$ cat src/rtl/branch_unit.sv
// Resolves jal/jalr/conditional branches, flags mispredicts, trains a 2-bit bimodal table.
// Latency 1 through a one-entry output register; in_ready drops while a result is held unaccepted.
module branch_unit #(
    parameter int XLEN      = 32,
    parameter int BHT_DEPTH = 64
) (
    input  logic            clk,
    input  logic            rst,
    input  logic            in_valid,
    output logic            in_ready,
    input  logic [2:0]      in_branch,
    input  logic            in_unsigned,
    input  logic [XLEN-1:0] in_pc,
    input  logic [XLEN-1:0] in_rs1,
    input  logic [XLEN-1:0] in_rs2,
    input  logic [XLEN-1:0] in_imm,
    input  logic            in_pred_taken,
    input  logic [XLEN-1:0] in_pred_target,
    output logic            out_valid,
    input  logic            out_ready,
    output logic            out_taken,
    output logic [XLEN-1:0] out_next_pc,
    output logic [XLEN-1:0] out_link,
    output logic            out_mispredict,
    input  logic [XLEN-1:0] lookup_pc,
    output logic            lookup_taken,
    output logic [31:0]     perf_branches,
    output logic [31:0]     perf_mispredicts
);
    localparam int IDX = $clog2(BHT_DEPTH);

    logic [XLEN-1:0] w_pc4;
    logic [XLEN-1:0] w_br_tgt;
    logic [XLEN-1:0] w_jalr_tgt;
    logic [XLEN-1:0] w_next_pc;
    logic [XLEN-1:0] w_pred_pc;
    logic            w_eq;
    logic            w_lt;
    logic            w_taken;
    logic            w_mispredict;
    logic            w_accept;
    logic            w_is_br;
    logic [IDX-1:0]  w_upd_idx;
    logic [IDX-1:0]  w_look_idx;
    logic            w_unused;

    logic [1:0]      r_bht [BHT_DEPTH];
    logic            r_out_valid;
    logic            r_out_taken;
    logic [XLEN-1:0] r_out_next_pc;
    logic [XLEN-1:0] r_out_link;
    logic            r_out_mispredict;
    logic [31:0]     r_perf_br;
    logic [31:0]     r_perf_mis;

    assign w_pc4      = in_pc + XLEN'(4);
    assign w_br_tgt   = in_pc + in_imm;
    assign w_jalr_tgt = (in_rs1 + in_imm) & ~XLEN'(1);
    assign w_eq       = (in_rs1 == in_rs2);
    assign w_lt       = in_unsigned ? (in_rs1 < in_rs2) : ($signed(in_rs1) < $signed(in_rs2));

    always_comb begin
        w_taken   = 1'b0;
        w_next_pc = w_pc4;
        case (in_branch)
            3'b001: begin
                w_taken   = 1'b1;
                w_next_pc = w_br_tgt;
            end
            3'b010: begin
                w_taken   = 1'b1;
                w_next_pc = w_jalr_tgt;
            end
            3'b100:  w_taken = w_eq;
            3'b101:  w_taken = !w_eq;
            3'b110:  w_taken = w_lt;
            3'b111:  w_taken = !w_lt;
            default: w_taken = 1'b0;
        endcase
        if (in_branch[2] && w_taken) begin
            w_next_pc = w_br_tgt;
        end
    end

    // Mispredict is judged on the full next PC, so a "taken" guess for a non-branch also counts.
    assign w_pred_pc    = in_pred_taken ? in_pred_target : w_pc4;
    assign w_mispredict = (w_pred_pc != w_next_pc);
    assign w_is_br      = (in_branch != 3'b000) && (in_branch != 3'b011);

    assign in_ready   = !r_out_valid || out_ready;
    assign w_accept   = in_valid && in_ready;
    assign w_upd_idx  = in_pc[IDX+1:2];
    assign w_look_idx = lookup_pc[IDX+1:2];
    assign w_unused   = ^{lookup_pc[1:0], lookup_pc[XLEN-1:IDX+2]};

    assign lookup_taken = r_bht[w_look_idx][1];

    always_ff @(posedge clk) begin
        if (rst) begin
            for (int i = 0; i < BHT_DEPTH; i++) begin
                r_bht[i] <= 2'b01;
            end
        end else if (w_accept && in_branch[2]) begin
            if (w_taken && (r_bht[w_upd_idx] != 2'b11)) begin
                r_bht[w_upd_idx] <= r_bht[w_upd_idx] + 2'd1;
            end else if (!w_taken && (r_bht[w_upd_idx] != 2'b00)) begin
                r_bht[w_upd_idx] <= r_bht[w_upd_idx] - 2'd1;
            end
        end
    end

    always_ff @(posedge clk) begin
        if (rst) begin
            r_out_valid      <= 1'b0;
            r_out_taken      <= 1'b0;
            r_out_next_pc    <= '0;
            r_out_link       <= '0;
            r_out_mispredict <= 1'b0;
            r_perf_br        <= '0;
            r_perf_mis       <= '0;
        end else begin
            if (w_accept) begin
                r_out_valid      <= 1'b1;
                r_out_taken      <= w_taken;
                r_out_next_pc    <= w_next_pc;
                r_out_link       <= w_pc4;
                r_out_mispredict <= w_mispredict;
            end else if (out_ready) begin
                r_out_valid <= 1'b0;
            end
            if (w_accept && w_is_br && (r_perf_br != 32'hFFFF_FFFF)) begin
                r_perf_br <= r_perf_br + 32'd1;
            end
            if (w_accept && w_mispredict && (r_perf_mis != 32'hFFFF_FFFF)) begin
                r_perf_mis <= r_perf_mis + 32'd1;
            end
        end
    end

    assign out_valid        = r_out_valid;
    assign out_taken        = r_out_taken;
    assign out_next_pc      = r_out_next_pc;
    assign out_link         = r_out_link;
    assign out_mispredict   = r_out_mispredict;
    assign perf_branches    = r_perf_br;
    assign perf_mispredicts = r_perf_mis;
endmodule

$ cat config.mk
export PLATFORM = sky130hd
export DESIGN_NAME = branch_unit
export DESIGN_NICKNAME = d
export VERILOG_FILES = /design/src/rtl/branch_unit.sv
export SDC_FILE = /design/constraint.sdc
export NUM_CORES = 1
export LEC_CHECK = 0
export ABC_AREA = 1
export ABC_CLOCK_PERIOD_IN_PS = 4690
export CELL_PAD_IN_SITES_DETAIL_PLACEMENT = 0
export CELL_PAD_IN_SITES_GLOBAL_PLACEMENT = 1
export CORE_ASPECT_RATIO = 2
export CORE_UTILIZATION = 26
export CTS_CLUSTER_SIZE = 8
export DETAILED_ROUTE_END_ITERATION = 10
export PLACE_DENSITY = 0.57
export SLEW_MARGIN = 10
export SYNTH_ARGS = -nofsm -noshare
export SYNTH_HDL_FRONTEND = slang
export SYNTH_SLANG_ARGS = --single-unit
$ cat constraint.sdc
create_clock -name clk -period 4.69 [get_ports clk]
set_input_delay 0.7035 -clock clk [delete_from_list [all_inputs] [get_ports clk]]
set_output_delay 0.7035 -clock clk [all_outputs]
set_load 0.005 [all_outputs]
**After elaboration in Yosys (flattened, before gate mapping)**

Memory sizes are Yosys's and may differ from the RTL's.
Index checks and enable logic that the tools add are counted.

- Bits in latches: 0
- Flip-flop bits (word level): 131
- Logic and storage cells: 72
- Memories: 1
- Input port bits: 201
- RAM bits: 128
- ROM bits: 0
- Output and inout bits: 133

- Add/subtract/negate cells: 7
- Order comparisons: 2
- $mul: 0
- Shifts and indexed selects: 0
- Equality and inequality tests: 12
- Divide/modulo/power cells: 0
- Bitwise gates (word level): 1
- Reductions and logical operators: 20
- Multiplexer cells: 22

Memory list:

| name | words | bits a word | read ports | clocked after memory_dff | write ports | line | RTL |
|---|---|---|---|---|---|---|---|
| r_bht | 64 | 2 | 2 | 0 | 64 | 47 | `logic [1:0] r_bht [BHT_DEPTH];` |

Operator list:

| kind | count |
|---|---|
| $add A32 B1 Y32 const B | 2 |
| $add A32 B32 Y32 | 2 |
| $lt A32 B32 Y1 | 2 |
| $mux W32 | 2 |
| $ne A32 B32 Y1 const B | 2 |
| $pmux W32 S2 | 1 |
| $add A32 B3 Y32 const B | 1 |
| $eq A32 B32 Y1 | 1 |
| $ne A32 B32 Y1 | 1 |
| $mux W1 | 15 |
| $eq A3 B3 Y1 const B | 4 |
| $logic_and A1 B1 Y1 | 10 |
| $mux W6 | 1 |
| $pmux W1 S5 | 1 |
| $logic_not A1 Y1 | 4 |
| $mux W2 | 2 |
| $reduce_bool A2 Y1 | 2 |
| $reduce_or A2 Y1 | 2 |
| $eq A3 B1 Y1 const B | 1 |
| $eq A3 B2 Y1 const B | 1 |
| $ne A3 B2 Y1 const B | 1 |
| $reduce_bool A3 Y1 | 1 |
| $add A2 B1 Y2 const B | 1 |
| $ne A2 B2 Y1 const B | 1 |
| other kinds (3) | 3 |

**Longest topological paths before layout**

- Word-level depth: 14
- Depth in mapped cells: 31
- Mapped depth without buffers: 31

**Worst setup path before layout**

No wires, ideal clock.

- Path kind: input to register
- Start: in in_rs2[31]
- End: mem r_bht[41][0], enable pin
- Library setup time: 0.298 ns
- Data arrival time: 3.195 ns
- Buffers on the path: 2
- Setup slack: 1.197 ns
- Data required time: 4.392 ns
- Stages: 20
- Cells stage by stage: inv_1 > ha_1 > nand2_1 > nor2_1 > nand2_1 > nor3b_2 > nand2_1 > nand2_1 > nand2_2 > nand2_2 > nand2_4 > nand3_4 > buf_2 > nor2_1 > a21oi_1 > o21ai_2 > nor2_1 > buf_2 > nand2_1 > nand2_1

RTL lines:

| item | line | RTL |
|---|---|---|
| start: declaration | 15 | `input logic [XLEN-1:0] in_rs2,` |
| end: declaration | 47 |  |

**Worst setup path in the final report**

- Start: in in_rs2[31]
- End: reg r_perf_mis[21] (netlist: perf_mispredicts[21])

- Longest elaborated chain between the ends: 9
- Elaborated cells between the ends (all ways): 12
- Those cells by class: order compare: 2; eq/ne: 2; mux: 3; reduce/logical: 5

RTL lines:

| item | line | RTL |
|---|---|---|
| $lt A32 B32 Y1 | 60 | `assign w_lt = in_unsigned ? (in_rs1 < in_rs2) : ($signed(in_rs1) < $signed(in_rs2));` |
| $mux W1 | 60 |  |
| $logic_not A1 Y1 | 77 | `3'b111: w_taken = !w_lt;` |
| $pmux W1 S5 (*) | 65 | `case (in_branch)` |
| $logic_and A1 B1 Y1 (*) | 80 | `if (in_branch[2] && w_taken) begin` |
| $mux W32 (*) | 80 |  |
| $ne A32 B32 Y1 (*) | 87 | `assign w_mispredict = (w_pred_pc != w_next_pc);` |
| $logic_and A1 B1 Y1 (*) (2 in a row) | 134 | `if (w_accept && w_mispredict && (r_perf_mis != 32'hFFFF_FFFF)) begin` |
| end signal: assignment | 135 | `r_perf_mis <= r_perf_mis + 32'd1;` |
| end: declaration | 54 | `logic [31:0] r_perf_mis;` |

Every way passes the cells marked *; elsewhere a longest branch is shown, timed or not.
A chain may end at the register's enable or synchronous reset.

==> reports/results.tsv <==
metric	value	unit
r2r_slack	1420	ps
globalRoute.totalOverflow	0	
layout.cells.most_common	nand2_1	
grt_pass1_wl	158	mm
dieArea	80700	µm²
finClkSkew	29.4	ps
avgViaCountPerCell	4.94	
clockBufferDepth	3	
rsz0062_at_grt	false	
drv_cap	0	
port_buffers	307	
synth_top_area_share	18.6	%
hold_slack	473	ps
status	completed	
initial_core_util	26.4	%
cp.arrival	4760	ps
crit_family	simple AND/OR/NAND/NOR gates	
hold_end	out_mispredict$_SDFFE_PP0P_	
grt_antenna_before_repair	0	
crit_type	in2reg	
clkTransAtPathRegs	60	ps
vdd_drop_max	0.000228	V
htreeDepth	2	
layout-drive-gt1-share	15.4	%
drv_slew	0	
syn-num-nets	3482	
grtUsageTotal	26.6	%
insertion_delay	580	ps
pre_cts_ws	-239	ps
power_density	256	nW/µm²
hold_path_class	reg2reg	
drc	0	
synthArstFlopShare	0	%
mostFrequentLayoutCells	nand2_1, buf_4, inv_1, nor2_1, clkdlybuf4s50_1	
slew_headroom	27.8	%
drtAntennaViolNets	0	
coreArea	78400	µm²
worst_slew_pin_slew	1080	ps
final_area	29600	µm²
ys_seq_elements	259	
endpoint_kind	flop	
synth_cell_types	55	
avgRoutedWirePerCell	22.0	µm
critical_path.slowest_cell	clkdlybuf4s50_1	
post_cts_buffers	0	
fin_util	37.8	%
avgSynthCellArea	6.50	µm²
finalCritPeriodShare	92.6	%
detail_route.first_pass.iterations	7	
synth_seq_area_share	31.3	%
path_max_fanout	18	
place_area	28500	µm²
final-setup-viol-count	0	
synth_edf_count	128	
max_stage_delay	460	ps
nets	4202	
synth_ff_type	dfxtp_1	
dp_hpwl	90.5	mm
tritoncts	done	
yosys-top-cells-area	edfxtp_1, nand2_1, dfxtp_1	
netlist_instances	3183	
die_x	201	µm
ys.warnings.count	0	
hp-start	out_mispredict$_SDFFE_PP0P_	
gp_congestion	1.01	
grt_pass1_vias	25300	
cp_common_cell	nand2_1	
synthesis.area	20700	µm²
max_freq	230	MHz
rows	145	
placedCellCount	4892	
drt_wl_total	109	mm
hold_depth	2	
crit_required	5110	ps
cp.buffers_inverters	8	
ios	334	
worstSetupStartpointType	input port	
numCtsBuffers	38	
cts.sinks	259	
worstReg2RegStart	out_valid$_SDFFE_PP0P_	
p_leak	13.1	nW
drtIter0Drc	1409	
yosysTopAreaCell	edfxtp_1	
setup_ws	347	ps
hold_buffers	0	
worstRegToRegCells	15	
fin_crit	4340	ps
cts_resized	0	
grt_max_degree	90	
instances_no_fill	4957	
reg2reg_to	perf_branches[28]$_SDFFE_PP0P_	
vias	24500	
cts-root-buf	clkbuf_16	
finalHoldViolCount	0	
syn2layout_area_growth	43.2	%
die_h	401	µm
==> where the power goes <==
group	internal, mW	total [mW]	switching [mW]
clock	1.51	2.65	1.13
sequential	2.45	2.50	0.0577
combinational	1.05	2.42	1.38
total	5.01	7.58	2.57
==> per-stage QoR <==
stage | TNS, ps | power (mW)
final | 0 | 7.58
after CTS | 0 | 7.66
after global placement | -9290 | 4.96
after global routing | 0 | 7.94
after floorplan | 0 | 3.61
after detailed placement | -7570 | 4.97
==> worst register-to-register path: stages (launching register included) <==
cell     delay [ps]
dfxtp_1         310
nand2_1         110
nand2_1         310
a21oi_1         450
nand2_1         200
nor3_1          170
inv_1           100
nor2_1          170
inv_1            50
nor2_1          160
inv_1            60
nor2_1          150
nand3_1         150
nor4_1          430
and3_1          240
nor3_1           40
==> how the worst max path moves through the flow <==
stage,end,startpoint,cells after the start
global route,perf_mispredicts[18]$_SDFFE_PP0P_,in_rs1[15],26
floorplan,r_bht[41][0]$_SDFFCE_PN1P_,in_rs2[31],20
finish,perf_mispredicts[21]$_SDFFE_PP0P_,in_rs2[31],29
global placement,perf_mispredicts[1]$_SDFFE_PP0P_,in_pc[0],28
CTS,perf_mispredicts[19]$_SDFFE_PP0P_,in_rs2[31],30
detailed placement,perf_mispredicts[1]$_SDFFE_PP0P_,in_rs2[31],31
==> cell type report <==
cell class,count,area [µm²]
Antenna cell,2,5.00
Clock buffer,60,1030
Clock inverter,3,62.6
Fill cell,8502,48800
Inverter,378,1420
Multi-Input combinational cell,2423,12300
Sequential cell,259,6470
Tap cell,1029,1290
Timing Repair Buffer,803,7050
==> sequential cells by signal (all words and copies together), names as in the netlist <==
register          cells
out_link             32
out_mispredict        1
out_next_pc          32
out_taken             1
out_valid             1
perf_branches        32
perf_mispredicts     32
r_bht               128
==> kinds of logic (layout without fill, tap and decap cells) <==
| group | after synthesis | count (layout) | share of synthesized area [%] |
|---|---|---|---|
| other cells | 0 | 2 | 0 |
| flops | 259 | 259 | 31.3 |
| compound gates | 482 | 482 | 13.0 |
| buf+inv | 501 | 1244 | 9.42 |
| simple gates | 1785 | 1785 | 37.8 |
| fa+ha+maj | 98 | 98 | 6.00 |
| xor+xnor | 58 | 58 | 2.46 |
==> Yosys cell counts (7+ instances only) <==
cell type	instances
o211ai_1	12
a21oi_1	183
nor4_1	12
nand3b_1	33
inv_1	365
o21ai_1	8
inv_2	9
o21ai_0	186
or2_2	14
xor2_1	45
ha_1	96
nand3_1	267
nor2_1	341
nor3_1	57
edfxtp_1	128
nand2_1	901
buf_2	26
nand4_1	115
dfxtp_1	131
a22oi_1	19
nor3_2	7
nor3b_1	7
o22ai_1	16
o21bai_1	8
xnor2_1	13
a22o_1	11
a221oi_1	15
clkbuf_1	84
buf_1	7
nor2_2	10
==> per-layer routing <==
| metal | global-route usage, % | routed length, µm |
|---|---|---|
| met1 | 23.9 | 35400 |
| met2 | 51.9 | 58300 |
| met3 | 2.66 | 4050 |
| met4 | 23.3 | 11100 |
| met5 | 0 | 0 |
No activity file was read; power rests on OpenSTA's default activity.
